<file path="src/rtl/msg_sim_pkg.sv">
// msg_sim_pkg - shared types and constants for the message-sim scheduler (rev 1.0)
`default_nettype none

package msg_sim_pkg;

  localparam int CHAN_W          = 8;
  localparam int CHAN_IDX_W      = $clog2(CHAN_W);
  localparam int TIMEOUT_CYC_DEF = 4096;

  typedef enum logic [1:0] {
    ST_IDLE   = 2'd0,
    ST_RUN    = 2'd1,
    ST_GAP    = 2'd2,
    ST_FINISH = 2'd3
  } state_t;

endpackage

`default_nettype wire

</file>
<file path="src/rtl/msg_sim_chan_rr.sv">
// msg_sim_chan_rr - next set mask bit strictly above cur_chan, wrapping to the lowest (rev 1.0)
`default_nettype none

module msg_sim_chan_rr
  import msg_sim_pkg::*;
(
  input  logic [CHAN_W-1:0]     mask,
  input  logic [CHAN_IDX_W-1:0] cur_chan,
  output logic [CHAN_IDX_W-1:0] next_chan
);

  logic [CHAN_IDX_W-1:0] idx;
  logic                  found;

  // Offset CHAN_W wraps back onto cur_chan, so a single-bit mask selects itself.
  always_comb begin
    next_chan = cur_chan;
    found     = 1'b0;
    idx       = '0;
    for (int i = 1; i <= CHAN_W; i++) begin
      idx = cur_chan + CHAN_IDX_W'(i);
      if (!found && mask[idx]) begin
        next_chan = idx;
        found     = 1'b1;
      end
    end
  end

endmodule

`default_nettype wire

</file>
<file path="src/rtl/msg_sim_scheduler.sv">
// msg_sim_scheduler - frame sequencer for the message-transmit sim generator (rev 1.0)
// Define MSG_SIM_SCHED_TIMEOUT_EN to enable the RUN-state watchdog.
`default_nettype none

module msg_sim_scheduler
  import msg_sim_pkg::*;
#(
  parameter int TIMEOUT_CYC = TIMEOUT_CYC_DEF,
  parameter int PERIOD_W    = 32
) (
  input  logic                sys_clk_i,
  input  logic                rst_n_i,
  input  logic                cfg_start_i,
  input  logic                cfg_stop_i,
  input  logic [15:0]         cfg_frame_num_i,
  input  logic [PERIOD_W-1:0] cfg_period_i,
  input  logic [7:0]          cfg_chan_mask_i,
  input  logic [15:0]         cfg_frame_cnt_init_i,
  input  logic                msg_state_done_pluse_i,
  output logic                msg_sim_en_o,
  output logic [15:0]         sim_frame_cnt_o,
  output logic [7:0]          sim_data_channel_o,
  output logic                busy_o,
  output logic                done_o,
  output logic                cfg_err_o,
  output logic                timeout_err_o
);

  if (TIMEOUT_CYC < 2) begin : g_bad_timeout
    $error("TIMEOUT_CYC must be at least 2");
  end

  state_t                state;
  logic [15:0]           frame_num_lat;
  logic [PERIOD_W-1:0]   period_lat;
  logic [CHAN_W-1:0]     mask_lat;
  logic [15:0]           sent_cnt;
  logic [PERIOD_W-1:0]   period_cnt;
  logic [15:0]           frame_cnt;
  logic [CHAN_IDX_W-1:0] chan;
  logic                  stop_pend;
  logic                  en;
  logic                  done_pulse;
  logic                  cfg_err;

  logic [CHAN_W-1:0]     rr_mask;
  logic [CHAN_IDX_W-1:0] rr_cur;
  logic [CHAN_IDX_W-1:0] rr_next;
  logic                  last_frame;
  logic                  period_hit;

  // In IDLE, searching above the top channel yields the lowest set bit of the incoming mask.
  assign rr_mask = (state == ST_IDLE) ? cfg_chan_mask_i : mask_lat;
  assign rr_cur  = (state == ST_IDLE) ? CHAN_IDX_W'(CHAN_W - 1) : chan;

  msg_sim_chan_rr u_chan_rr (
    .mask      (rr_mask),
    .cur_chan  (rr_cur),
    .next_chan (rr_next)
  );

  assign last_frame = (frame_num_lat != 16'd0) && ((sent_cnt + 16'd1) == frame_num_lat);
  assign period_hit = (period_lat == '0) || (period_cnt >= (period_lat - PERIOD_W'(1)));

`ifdef MSG_SIM_SCHED_TIMEOUT_EN
  localparam int RUN_CNT_W = $clog2(TIMEOUT_CYC);
  logic [RUN_CNT_W-1:0] run_cnt;
  logic                 timeout_err;
  assign timeout_err_o = timeout_err;
`else
  assign timeout_err_o = 1'b0;
`endif

  always_ff @(posedge sys_clk_i or negedge rst_n_i) begin
    if (!rst_n_i) begin
      state         <= ST_IDLE;
      frame_num_lat <= '0;
      period_lat    <= '0;
      mask_lat      <= '0;
      sent_cnt      <= '0;
      period_cnt    <= '0;
      frame_cnt     <= '0;
      chan          <= '0;
      stop_pend     <= 1'b0;
      en            <= 1'b0;
      done_pulse    <= 1'b0;
      cfg_err       <= 1'b0;
`ifdef MSG_SIM_SCHED_TIMEOUT_EN
      run_cnt       <= '0;
      timeout_err   <= 1'b0;
`endif
    end else begin
      done_pulse <= 1'b0;
      if (period_cnt != '1) begin
        period_cnt <= period_cnt + PERIOD_W'(1);
      end
      case (state)
        ST_IDLE: begin
          if (cfg_start_i && !cfg_stop_i) begin
            if (cfg_chan_mask_i == '0) begin
              cfg_err <= 1'b1;
            end else begin
              frame_num_lat <= cfg_frame_num_i;
              period_lat    <= cfg_period_i;
              mask_lat      <= cfg_chan_mask_i;
              frame_cnt     <= cfg_frame_cnt_init_i;
              chan          <= rr_next;
              sent_cnt      <= '0;
              period_cnt    <= '0;
              stop_pend     <= 1'b0;
              cfg_err       <= 1'b0;
              en            <= 1'b1;
              state         <= ST_RUN;
`ifdef MSG_SIM_SCHED_TIMEOUT_EN
              run_cnt       <= '0;
              timeout_err   <= 1'b0;
`endif
            end
          end
        end
        ST_RUN: begin
          if (cfg_stop_i) begin
            stop_pend <= 1'b1;
          end
          if (msg_state_done_pluse_i) begin
            en        <= 1'b0;
            sent_cnt  <= sent_cnt + 16'd1;
            frame_cnt <= frame_cnt + 16'd1;
            chan      <= rr_next;
            if (last_frame || stop_pend || cfg_stop_i) begin
              done_pulse <= 1'b1;
              state      <= ST_FINISH;
            end else begin
              state <= ST_GAP;
            end
          end
`ifdef MSG_SIM_SCHED_TIMEOUT_EN
          else if (run_cnt == RUN_CNT_W'(TIMEOUT_CYC - 1)) begin
            en          <= 1'b0;
            timeout_err <= 1'b1;
            done_pulse  <= 1'b1;
            state       <= ST_FINISH;
          end else begin
            run_cnt <= run_cnt + RUN_CNT_W'(1);
          end
`endif
        end
        ST_GAP: begin
          if (cfg_stop_i) begin
            done_pulse <= 1'b1;
            state      <= ST_FINISH;
          end else if (period_hit) begin
            period_cnt <= '0;
            en         <= 1'b1;
            state      <= ST_RUN;
`ifdef MSG_SIM_SCHED_TIMEOUT_EN
            run_cnt    <= '0;
`endif
          end
        end
        ST_FINISH: begin
          state <= ST_IDLE;
        end
        default: begin
          state <= ST_IDLE;
        end
      endcase
    end
  end

  assign msg_sim_en_o       = en;
  assign sim_frame_cnt_o    = frame_cnt;
  assign sim_data_channel_o = {{(8 - CHAN_IDX_W){1'b0}}, chan};
  assign busy_o             = (state != ST_IDLE);
  assign done_o             = done_pulse;
  assign cfg_err_o          = cfg_err;

endmodule

`default_nettype wire
</file>
<file path="config.mk">
export PLATFORM = sky130hd
export DESIGN_NAME = msg_sim_scheduler
export DESIGN_NICKNAME = d
export VERILOG_FILES = /design/src/rtl/msg_sim_pkg.sv /design/src/rtl/msg_sim_chan_rr.sv /design/src/rtl/msg_sim_scheduler.sv
export SDC_FILE = /design/constraint.sdc
export NUM_CORES = 1
export LEC_CHECK = 0
export CAP_MARGIN = 20
export CORE_MARGIN = 1
export CORE_UTILIZATION = 56
export CTS_CLUSTER_DIAMETER = 50
export DETAILED_ROUTE_END_ITERATION = 8
export PLACE_DENSITY = 0.76
export SYNTH_ARGS = -nofsm -noshare
export SYNTH_HDL_FRONTEND = slang
export SYNTH_HIERARCHICAL = 1
export SYNTH_SLANG_ARGS = --single-unit
</file>
<file path="constraint.sdc">
create_clock -name sys_clk_i -period 6.3 [get_ports sys_clk_i]
set_input_delay 1.26 -clock sys_clk_i [delete_from_list [all_inputs] [get_ports sys_clk_i]]
set_output_delay 1.26 -clock sys_clk_i [all_outputs]
set_load 0.05 [all_outputs]
</file>
[Yosys cells after proc, flatten, opt, wreduce, memory -nomap -nowiden]
Cells that the tools add are included.
Storage, ports and cells
  bits in read-only memories: 0
  memories: 0
  word-level logic and storage cells: 151
  bits of input ports: 77
  latch bits: 0
  register bits: 129
  memory bits (writable): 0
Cells by class
  muxes and demuxes: 73
  div/mod/pow operators: 0
  add/sub/neg operators: 11
  order comparisons: 9
  $mul: 0
  shift operators: 0
  reduce and logical (&&, ||, !) cells: 33
  bitwise operators: 1
  equality and inequality tests: 12
Operators by type and width (count)
  two-way mux 32 bit: 5
  two-way mux 16 bit: 6
  one-hot mux 16 bit (2 select lines): 2
  one-hot mux 32 bit (2 select lines): 1
  two-way mux 3 bit: 12
  adder 16 x 1 -> 16 bit, second input constant: 2
  adder 32 x 1 -> 32 bit, second input constant: 1
  greater-or-equal comparator 32 bit: 1
  logical NOT 32 bit: 1
  less-than comparator 3 x 4 -> 1 bit, second input constant: 8
  != test 32 bit, second input constant: 1
  subtractor 32 x 1 -> 32 bit, second input constant: 1
  two-way mux 1 bit: 28
  binary-select mux 1 bit (select 3 bit): 8
  equality test 16 bit: 1
  nonzero test 16 bit: 1
  adder 3 bit, second input constant: 4
  AND reduction 4 bit: 3
  two-way mux 2 bit: 5
  != test 2 bit, second input constant: 5
  logical AND 1 bit: 9
  logical NOT 1 bit: 8
  logical NOT 8 bit: 1
  two-way mux 8 bit: 1
  18 further kinds: 24

[Depth between registers and ports, before layout]
Gate-level depths: netlist (run 1).
  depth after elaboration: 30
  mapped depth: 18

[By module]
The synthesis (run 1) kept the hierarchy.
By module, submodules not included
  msg_sim_scheduler: times used 1, area an instance 7826.3 µm², seq. area each 3228.1 µm², cells each 793
  msg_sim_chan_rr: times used 1, area an instance 964.7 µm², seq. area each 0.0 µm², cells each 104

[Worst setup path after synthesis (run 1)]
No wires, ideal clock.
  path kind: flip-flop to flip-flop
  from: register state[0]
  to: register chan[2]
  path buffers: 3
  cell stages (with the launch flop): 17
  setup slack: 2200 ps
  arrival time: 3982 ps
  cells stage by stage: dfrtp_1 inv_1 ha_1 clkbuf_1 clkbuf_1 or2_2 buf_2 inv_1 ha_1 xor2_1 mux4_2 and4bb_4 and3_4 a21o_1 o32a_1 nand2_1 nand2_1
Between the ends
  cells in the longest elaborated chain, start to end: 30
  elaborated cells between the ends (all ways): 65
  those cells by class: add/sub (7); eq/ne (4); mux (37); reduce/logical (17)
Ends and longest elaborated chain
  start: declaration: RTL line msg_sim_scheduler.sv:33  | state_t state;
  start signal: assignment: RTL line msg_sim_scheduler.sv:76  | state <= ST_IDLE;
  start signal: assignment: RTL line msg_sim_scheduler.sv:113  | state <= ST_RUN;
  start signal: assignment: RTL line msg_sim_scheduler.sv:132  | state <= ST_FINISH;
  logical NOT 2 bit *: RTL line msg_sim_scheduler.sv:54  | assign rr_cur = (state == ST_IDLE) ? CHAN_IDX_W'(CHAN_W - 1) : chan;
  two-way mux 3 bit *: RTL line msg_sim_scheduler.sv:54
  named net rr_cur[1]: RTL line msg_sim_scheduler.sv:47  | logic [CHAN_IDX_W-1:0] rr_cur;
  adder 3 x 1 -> 3 bit: RTL line msg_sim_chan_rr.sv:21  | idx = cur_chan + CHAN_IDX_W'(i);
  binary-select mux 1 bit (select 3 bit): RTL line msg_sim_chan_rr.sv:22  | if (!found && mask[idx]) begin
  two-way mux 1 bit (implied by the code): RTL line msg_sim_chan_rr.sv:22
  two-way mux 1 bit: RTL line msg_sim_chan_rr.sv:22
  logical NOT 1 bit: RTL line msg_sim_chan_rr.sv:22
  [... 16 more ...]
  two-way mux 1 bit: RTL line msg_sim_chan_rr.sv:22
  logical NOT 1 bit: RTL line msg_sim_chan_rr.sv:22
  logical AND 1 bit: RTL line msg_sim_chan_rr.sv:22
  two-way mux 3 bit *: RTL line msg_sim_chan_rr.sv:22
  named net rr_next[2]: RTL line msg_sim_scheduler.sv:48  | logic [CHAN_IDX_W-1:0] rr_next;
  two-way mux 3 bit: RTL line msg_sim_scheduler.sv:100  | if (cfg_chan_mask_i == '0) begin
  two-way mux 3 bit: RTL line msg_sim_scheduler.sv:99  | if (cfg_start_i && !cfg_stop_i) begin
  one-hot mux 3 bit (2 select lines) *: RTL line msg_sim_scheduler.sv:97  | case (state)
  end signal: assignment: RTL line msg_sim_scheduler.sv:107  | chan <= rr_next;
  end signal: assignment: RTL line msg_sim_scheduler.sv:129  | chan <= rr_next;
  end: declaration: RTL line msg_sim_scheduler.sv:40  | logic [CHAN_IDX_W-1:0] chan;
The timed path passes the listed nets; every way through them passes the cells marked *. The select of a mux whose other input is x is not followed.
A chain may end at the register's enable or synchronous reset.

[Worst setup path after layout (run 1)]
  from: register period_lat[10]
  to: register period_cnt[23]
Between the ends
  cells in the longest elaborated chain, start to end: 6
  elaborated cells between the ends (all ways): 7
  those cells by class: add/sub (1); order compare (1); mux (3); reduce/logical (2)
Ends and longest elaborated chain
  start: declaration: RTL line msg_sim_scheduler.sv:35  | logic [PERIOD_W-1:0] period_lat;
  start signal: assignment: RTL line msg_sim_scheduler.sv:104  | period_lat <= cfg_period_i;
  subtractor 32 x 1 -> 32 bit: RTL line msg_sim_scheduler.sv:63  | assign period_hit = (period_lat == '0) || (period_cnt >= (period_lat - PERIOD_W'(1)));
  greater-or-equal comparator 32 bit: RTL line msg_sim_scheduler.sv:63
  logical OR 1 bit *: RTL line msg_sim_scheduler.sv:63
  two-way mux 32 bit *: RTL line msg_sim_scheduler.sv:152  | end else if (period_hit) begin
  two-way mux 32 bit *: RTL line msg_sim_scheduler.sv:149  | if (cfg_stop_i) begin
  one-hot mux 32 bit (2 select lines) *: RTL line msg_sim_scheduler.sv:97
  end signal: assignment: RTL line msg_sim_scheduler.sv:95  | period_cnt <= period_cnt + PERIOD_W'(1);
  end: declaration: RTL line msg_sim_scheduler.sv:38  | logic [PERIOD_W-1:0] period_cnt;
Every way passes the cells marked *; elsewhere a longest branch is shown, timed or not.

==> key figures, run 1 <==
STA
  – Slew HR: 28.4%
  – Final Max Tran Viols: 0
  – Hold WS: 0.491 ns
  – RSZ-0062 raised after global routing: no
  – Final hold viol count: 0
  – Fmax: 0.222 GHz
  – Setup violations, final: 0
  – Minimum clock period: about 4.5 ns
  – Fin crit share: ~71%
  – Clk_skew: approximately 0.0064 ns
  – Post-route setup TNS: 0 ns
  – Slew @ Worst Pin: ~1.1 ns

Floorplan
  – Io pins: approximately 110
  – Core area: 15300 µm²
  – Die Area: 16200 µm²
  – Die height: around 130 µm
  – Die width: 127 µm
  – Initial Utilization: between 50 and 60%
  – Num rows: 45

Pwr
  – Design Power: 5.82 mW
  – Sw frac: between 40% and 50%
  – Leakage power: 4.34 nW
  – Psw: 2.57 mW
  – Maximum VDD drop: 0.000290 V
  – Gate power share: 57.1%
  – Clk pwr share: 17.5%
  – Cell Pwr Density: 555 nW/µm²
  – Pint: between 3 and 4 mW
  – Seq pwr share: approximately 25%

Status
  – Status: completed

Layout
  – Synth-to-Final Area Change: 19.2%
  – Diode count: 0
  – Share of post-route cells with drive strength above 1: 13.9%
  – Fin nets: 1102
  – Final std cell area, no fill: 10500 µm²
  – FF+latch area: 3230 µm²
  – Fillcell total: ~1200
  – Multi-input gate area: 5260 µm²

Setup path
  – CP startpoint kind: flip-flop
  – Kind of critical path: reg -> reg
  – Crit path DAT: 4.79 ns
  – Crit path required time: 6.59 ns
  – Crit Path Max Fanout: 32
  – Worst setup EP type: flip-flop

Detailed routing
  – Remaining DRCs: 0
  – Initial drt markers: 607
  – Vias: a little over 7000
  – First drt pass iteration count: 5
  – Post-Route WL: roughly 21000 µm
  – DR vias/cell: between 5 and 6
  – WL/cell: roughly 17 µm
  – Detail Route Antenna Nets: 0

GRT
  – Grt ovf: 0
  – Pin count of the biggest net entering global routing: 83
  – Antenna violations before repair: 0
  – Vias in the first global route: a little under 7000
  – Tot GR Track Use: 27.4%
  – First-pass GRT wire length: 35000 µm

CTS
  – CTS tree: done
  – Sink Count: between 100 and 150
  – Clk_lat worst skew: 0.42 ns
  – H-Tree Depth: 4
  – Gates resized, CTS repair: 0
  – Cts bufs inserted: 17
  – Cts hold-fix bufs: 0
  – Clk root buf: clkbuf_16
  – Clock Tree Buf Depth: 2
  – Clock slew at reported path FFs: ~0.060 ns
  – Setup Fix Bufs, Post-CTS: 0

Yosys
  – YS warnings: 6
  – Synth Cell Area: 8790 µm²
  – Most common cell in the synthesized netlist: dfrtp_1
  – Synth async-reset ratio: 100%
  – Post-Syn Instances: 897
  – Post-synth top area cell: dfrtp_1
  – Largest cells by area after synthesis: dfrtp_1 (37%), mux2_2 (8.7%), ha_1 (6.0%)
  – Post-synth cell types: 84
  – Yosys top cell area share: 36.7%
  – Number of flops mapped to enable cells by yosys: 0
  – Post-synth top cells: dfrtp_1 (129), mux2_2 (68), nor2_1 (63)
  – Synth Area per Inst: 9.80 µm²
  – Synth Flop Type: dfrtp_1
  – Seq/Total Area, Yosys: between 30% and 40%
  – Synthesized flop and latch total: 129

Placed design
  – Placer Congestion: a little under 1
  – Port Buffers: 99
  – Hpwl dp: 14700 µm
  – Dpl cell area: just under 10000 µm²

Flow run
  – Max Cap Violations: 0

Worst hold path
  – Min-delay worst type: reg -> reg
==> kinds of logic after synthesis <==
group / count (synthesis) / synth area share (%)
muxes: 95 / 13.4
and+or+nand+nor: 303 / 18.2
DFF: 129 / 36.7
AOI/OAI and AO/OA: 176 / 13.4
buffers and inverters: 66 / 3.79
xor gates and xnor gates: 85 / 8.55
other: 1 / 0.0427
adders and majority gates: 42 / 5.98
==> layout by cell type, fill, tap and decap left out, types with 6 or more instances in the layout <==
cell type          n
clkdlybuf4s50_1   98
nand4_1           15
nor4_1            16
nor3_1            26
clkbuf_16         17
a31oi_1            7
nand3_1           39
nand2_1           61
and2_1             8
ha_1              42
nor2_1            63
xor2_1            33
a21o_1             6
o21ai_0           52
nand2b_1           7
o31ai_1           10
dfrtp_1          129
mux2i_1           15
conb_1             6
xnor2_1           51
and3_1            27
a21oi_1           36
mux2_2            68
mux4_2             8
a22oi_1           13
inv_1             22
==> area by class of cell <==
type / count / share of cell area (%)
inverter: 25 / 0.896
timing repair buffer: 103 / 9.76
tap: 211 / 2.52
clock buffer: 24 / 4.60
clock inverter: 8 / 1.22
sequential: 129 / 30.8
multi-input combinational: 707 / 50.2
==> metal layers <==
| metal | vias up | track usage [%] | share of wire (%) |
|---|---|---|---|
| met5 | - | 0 | 0 |
| met3 | 37 | 4.82 | 5.0 |
| li1 | 3480 | - | - |
| met1 | 3434 | 37.4 | 47 |
| met4 | 0 | 9.38 | 1.9 |
| met2 | 230 | 44.2 | 47 |
==> final timing paths <==
check,start,endpoint,slack [ns],cells after the start
worst max-delay path,period_lat[10],period_cnt[23],1.80,14
worst min-delay path,chan[1],chan[1],0.49,2
worst max register to register,period_lat[10],period_cnt[23],1.80,14
worst min register to register,chan[1],chan[1],0.49,2
max in group asynchronous,rst_n_i,period_cnt[7],4.30,2
min in group asynchronous,rst_n_i,sim_frame_cnt_o[5],0.87,1
==> state kept, by name (all words and copies together) (netlist names) <==
register and cells:
period_cnt 32, frame_num_lat 16, done_o 1, period_lat 32, state 2, stop_pend 1, cfg_err_o 1, msg_sim_en_o 1
mask_lat 8, sent_cnt 16, sim_frame_cnt_o 16, chan 3
==> per-stage QoR <==
step	worst slack [ns]	utilization, %	cells
floorplan	2.20	-	902
global placement	1.89	64.7	1175
detailed placement	1.83	64.7	1175
CTS	1.79	68.7	1207
global route	1.45	68.7	1207
finish	1.80	68.7	1207
==> critical path: stages (launching register included) <==
cell and delay (ns):
dfrtp_1 0.44, or4_4 0.57, or4_4 0.48, or3_4 0.43
nor4_1 0.24, xnor2_1 0.12, ha_1 0.30, nand2_1 0.05
nor2_1 0.18, o2111ai_1 0.19, a31oi_1 0.29, o21ai_0 0.27
a221oi_4 0.32, buf_4 0.38, nor2_1 0.11
==> power groups by stage <==
stage	Clock [mW]	Combinational, mW	Sequential (mW)
floorplan	0	2.37	1.62
global placement	0	3.22	1.46
detailed placement	0	3.25	1.48
CTS	1.03	3.29	1.47
global route	1.07	3.63	1.52
finish	1.02	3.32	1.47
Power figures use the tool's default switching activity.
==> run 2: changes to the inputs <==
- CORE_UTILIZATION: 56 -> 52
- PLACE_DENSITY: 0.76 -> 0.74
- clock period: 6.3 -> 3.8 ns (I/O delays scaled with it)
==> key figures, run 2 (synthesized netlist as in run 1, its figures left out) <==
Setup path
  – Kind of critical path: reg -> reg
  – CP startpoint kind: flip-flop
  – Crit Path Max Fanout: 8
  – Crit path DAT: about 4.2 ns
  – Crit path required time: 4.11 ns
  – Worst setup EP type: flip-flop
  – Reg2Reg Setup Slack: -0.07 ns

STA
  – Final hold viol count: 0
  – Fin crit share: 102%
  – Fmax: 0.259 GHz
  – Minimum clock period: 3.87 ns
  – Final Max Tran Viols: 0
  – Clk_skew: 0.00740 ns
  – Slew @ Worst Pin: 0.829 ns
  – Setup violations, final: 33
  – RSZ-0062 raised after global routing: yes
  – Slew HR: 44.8%
  – Final worst slack: -0.0654 ns

Layout
  – Finished Layout Cells: 1261
  – Share of post-route cells with drive strength above 1: 21.3%
  – Final core occ: 67.3%
  – Fin nets: around 1100
  – Most frequent cells in the layout: dfrtp_1 (129), clkdlybuf4s50_1 (98), mux2_2 (68)
  – Top flop regs: period_cnt: 32 flops, period_lat: 32 flops
  – Most common cell after layout, fill and taps aside: dfrtp_1
  – Diode count: 0
  – Synth-to-Final Area Change: 26.6%
  – Final std cell area, no fill: 11100 µm²

Status
  – Violated checks: setup timing
  – Status: finished, violations left

Detailed routing
  – Detail Route Antenna Nets: 0
  – DR vias/cell: 5.96
  – Initial drt markers: 598
  – WL/cell: 18.1 µm
  – Post-Route WL: 22900 µm
  – Remaining DRCs: 0
  – First drt pass iteration count: 5
  – Vias: approximately 7500

Flow run
  – Max Cap Violations: 0

Pwr
  – Leakage power: 4.60 nW
  – Design Power: ~10 mW
  – Cell Pwr Density: 915 nW/µm²
  – Maximum VDD drop: 0.000663 V

CTS
  – Clock slew at reported path FFs: 0.06 ns
  – Cts bufs inserted: 17
  – Sink Count: 129
  – H-Tree Depth: 4
  – CTS tree: done
  – Clk_lat worst skew: around 0.42 ns
  – Clk root buf: clkbuf_16
  – Clock Tree Buf Depth: 2

Placed design
  – Port Buffers: 99
  – Dpl cell area: 10200 µm²
  – Cell total after placement: 1222
  – Hpwl dp: 15700 µm
  – Placer Congestion: between 0.9 and 1

GRT
  – Tot GR Track Use: 26.3%
  – Vias in the first global route: 7273
  – Antenna violations before repair: 0
  – Grt ovf: 0
  – First-pass GRT wire length: 36700 µm
  – Pin count of the biggest net entering global routing: 87

Floorplan
  – Io pins: 106
  – Initial Utilization: 53.2%
  – Die width: 132 µm
  – Die Area: 17400 µm²
  – Num rows: 47
  – Die height: around 130 µm
  – Core area: 16500 µm²

Worst hold path
  – Min-delay worst type: in -> async
run 2: cell types whose count changed in the layout (fill, tap and decap cells not counted), moves of 3 or more:
cell     change
nor2_2       +4
nor3_1       -3
buf_6        +4
buf_4       +37
nor4_1       -3
nor3_4       +3
buf_12       +3
nor2_1      -15
nor2_4      +11
nand2_1      -3
run 2: per-stage QoR:
step | hold slack (ns) | TNS (ns) | setup WS [ns]
2_1_floorplan | 0.457 | -0.0804 | -0.0804
3_3_place_gp | 0.478 | -1.04 | -0.0352
3_5_place_dp | 0.481 | -3.82 | -0.122
4_1_cts | 0.440 | 0 | 0.000111
5_1_grt | 0.455 | -7.58 | -0.236
6_report | 0.381 | -1.73 | -0.0654
run 2: metal layers:
| layer | GRT usage (%) | vias up | share of wire (%) |
|---|---|---|---|
| met5 | 0 | - | 0 |
| met4 | 7.69 | 0 | 1.6 |
| met3 | 4.50 | 35 | 4.5 |
| met2 | 42.9 | 233 | 49 |
| met1 | 36.0 | 3677 | 45 |
| li1 | - | 3573 | - |
run 2: cell type report:
class	count	area [µm²]
Clock buffer	20	447
Clock inverter	12	133
Fill cell	1281	5400
Inverter	25	96.3
Multi-Input combinational cell	707	5520
Sequential cell	129	3230
Tap cell	220	275
Timing Repair Buffer	148	1430
run 2: worst paths after layout:
kind,start,to,cells past startpoint
setup / recovery,period_lat[11],period_cnt[9],15
hold / removal,rst_n_i,sim_frame_cnt_o[7],1
setup reg to reg,period_lat[11],period_cnt[9],15
hold reg to reg,chan[1],chan[1],2
max in group asynchronous,rst_n_i,period_lat[11],2
min in group sys_clk_i,chan[1],chan[1],2
run 2: worst max-delay path, stage by stage, from the launching register on:
cell and delay (ns):
dfrtp_1 0.37, or4_4 0.54, or4_4 0.44, or3_4 0.44, inv_4 0.09, nand2_4 0.08, nor3_4 0.14, xnor2_1 0.10
ha_1 0.32, nand4_1 0.21, o2111ai_2 0.30, a31oi_4 0.08, a221oi_4 0.27, buf_6 0.16, clkbuf_16 0.17, nor2_1 0.05
run 2: what timing repair did:
action,4_1_cts,5_1_grt
endpoints found under the hold margin,0,0
pin swaps,6,32
cloned,1,1
buffers inserted,3,3
endpoints found under the setup margin,35,35
hold buffers,0,0
gates resized for setup,17,47
run 2: report_power, final:
part / total, mW / internal (mW) / switching (mW)
logic: 6.09 / 2.80 / 3.29
clock network: 1.62 / 0.984 / 0.638
registers: 2.47 / 1.86 / 0.606
==> run 3: changes to the inputs <==
- CTS_CLUSTER_SIZE: unset -> 28
- PLACE_DENSITY: 0.74 -> unset
- PLACE_DENSITY_LB_ADDON: unset -> 0.05
==> key figures, run 3 (synthesized netlist as in run 1, its figures left out) <==
Worst hold path
  – Min-delay worst type: in -> async

Pwr
  – Design Power: between 10 and 15 mW
  – Maximum VDD drop: 0.000600 V
  – Leakage power: 4.59 nW
  – Cell Pwr Density: 915 nW/µm²

CTS
  – H-Tree Depth: 4
  – Cts bufs inserted: 17
  – Clock Tree Buf Depth: 2
  – Clock slew at reported path FFs: roughly 0.060 ns
  – Cts hold-fix bufs: 0
  – Clk_lat worst skew: 0.42 ns
  – CTS tree: done
  – Sink Count: 129
  – Clk root buf: clkbuf_16

Detailed routing
  – Post-Route WL: approximately 23000 µm
  – Remaining DRCs: 0
  – DR vias/cell: 5.98
  – Vias: 7535
  – WL/cell: 18.2 µm
  – First drt pass iteration count: 5
  – Detail Route Antenna Nets: 0
  – Initial drt markers: 482

Setup path
  – Reg2Reg Setup Slack: -0.09 ns
  – Reg-to-Reg End: state[0]
  – Crit path DAT: 4.18 ns
  – Worst setup EP type: flip-flop
  – Crit Path Max Fanout: 5
  – Worst R2R Path Depth: 14
  – Kind of critical path: reg -> reg
  – CP startpoint kind: flip-flop
  – Setup crit end: state[0]
  – Crit path required time: approximately 4.1 ns
  – Worst Setup SP: period_lat[11]
  – Crit Reg-Reg Startpoint: period_lat[11]

Status
  – Violated checks: setup timing
  – Status: finished, violations left

GRT
  – Tot GR Track Use: 27.5%
  – Grt ovf: 0
  – Vias in the first global route: 7565
  – Pin count of the biggest net entering global routing: 67
  – First-pass GRT wire length: 38400 µm
  – Antenna violations before repair: 0

STA
  – Hold WS: 0.470 ns
  – Final Max Tran Viols: 0
  – Minimum clock period: between 3 and 4 ns
  – Setup violations, final: 35
  – Slew @ Worst Pin: 0.898 ns
  – Final hold viol count: 0
  – Slew HR: 40.1%
  – RSZ-0062 raised after global routing: yes
  – Final worst slack: -0.0894 ns
  – Fmax: ~0.26 GHz
  – Fin crit share: 102%
  – Clk_skew: 0.00887 ns

Layout
  – Top flop regs: period_cnt: 32 flops, period_lat: 32 flops
  – Synth-to-Final Area Change: 27.2%
  – Diode count: 0
  – Fillcell total: 1293
  – Most frequent cells in the layout: dfrtp_1 (129), clkdlybuf4s50_1 (98), mux2_2 (68)
  – Most common cell after layout, fill and taps aside: dfrtp_1
  – Share of post-route cells with drive strength above 1: about 23%
  – Fin nets: 1147
  – Finished Layout Cells: 1261

Floorplan
  – Num rows: 47
  – Die height: around 130 µm
  – Io pins: 106
  – Initial Utilization: 53.2%
  – Core area: 16500 µm²
  – Die width: 132 µm
  – Die Area: 17400 µm²

Placed design
  – Placer Congestion: approximately 0.9
  – Hpwl dp: 16300 µm
  – Port Buffers: 99
  – Cell total after placement: 1222

Flow run
  – Max Cap Violations: 0
==> run 3: cell types whose count changed in the layout (fill, tap and decap cells not counted), moves of 3 or more <==
cell | previous run | this run
buf_6 | 5 | 1
nor2_4 | 11 | 15
inv_6 | 2 | 5
nor3_2 | 1 | 4
clkinv_2 | 3 | 0
nor2_1 | 48 | 35
nor2_2 | 6 | 15
==> run 3: layout make-up <==
cell class,count,area (µm²),share of cell area (%)
clock buffers,18,439,3.93
clock inverters,14,146,1.31
inverters,25,96.3,0.861
multi-input cells,707,5550,49.6
flip-flops and latches,129,3230,28.9
well taps,220,275,2.46
repair buffers,148,1450,13.0
==> run 3: power by group <==
group | internal (mW) | leakage [nW] | total, mW | switching [mW]
Clock | 0.941 | 0.282 | 1.64 | 0.697
Sequential | 1.86 | 1.63 | 2.43 | 0.566
Combinational | 2.85 | 2.67 | 6.17 | 3.32
Total | 5.65 | 4.59 | 10.2 | 4.58
==> run 3: worst min-delay path by stage <==
stage / start / end
2_1_floorplan: rst_n_i / cfg_err_o
3_3_place_gp: cfg_err_o / cfg_err_o
3_5_place_dp: cfg_err_o / cfg_err_o
4_1_cts: cfg_err_o / cfg_err_o
5_1_grt: mask_lat[4] / mask_lat[4]
6_report: rst_n_i / period_lat[4]
==> run 3: critical path, cell delays in order (launching register included) <==
cell and delay, ns:
dfrtp_1 0.38, or4_4 0.54, or4_4 0.43, or3_4 0.44
nor2_2 0.11, xnor2_1 0.13, ha_1 0.26, and3_4 0.17
a221o_1 0.34, a21oi_1 0.15, inv_1 0.10, buf_4 0.14
o211a_1 0.25, o31ai_2 0.25, a31oi_1 0.07
==> run 3: metal layers <==
metal / global-route usage (%) / share of wire (%) / routed length [µm]
met3: 4.69 / 4.2 / 967
met2: 45.0 / 48 / 11000
met5: 0 / 0 / 0
met4: 8.14 / 1.3 / 304
met1: 37.5 / 46 / 10600
==> run 3: stage by stage <==
step	worst slack [ns]	setup TNS [ns]	area, µm²	utilization [%]
6_report	-0.0894	-2.04	11200	67.7
5_1_grt	-0.211	-6.71	11200	67.7
4_1_cts	-0.0297	-0.260	10900	66.1
3_5_place_dp	-0.277	-8.73	10200	61.7
3_3_place_gp	-0.0229	-0.0229	10200	61.7
2_1_floorplan	-0.0804	-0.0804	8820	-
==> run 3: what timing repair did <==
action / in CTS / in global routing
gates resized for setup: 17 / 55
pin swaps: 3 / 19
buffers inserted: 3 / 1
cloned: 1 / 2
setup endpoints to repair: 35 / 37
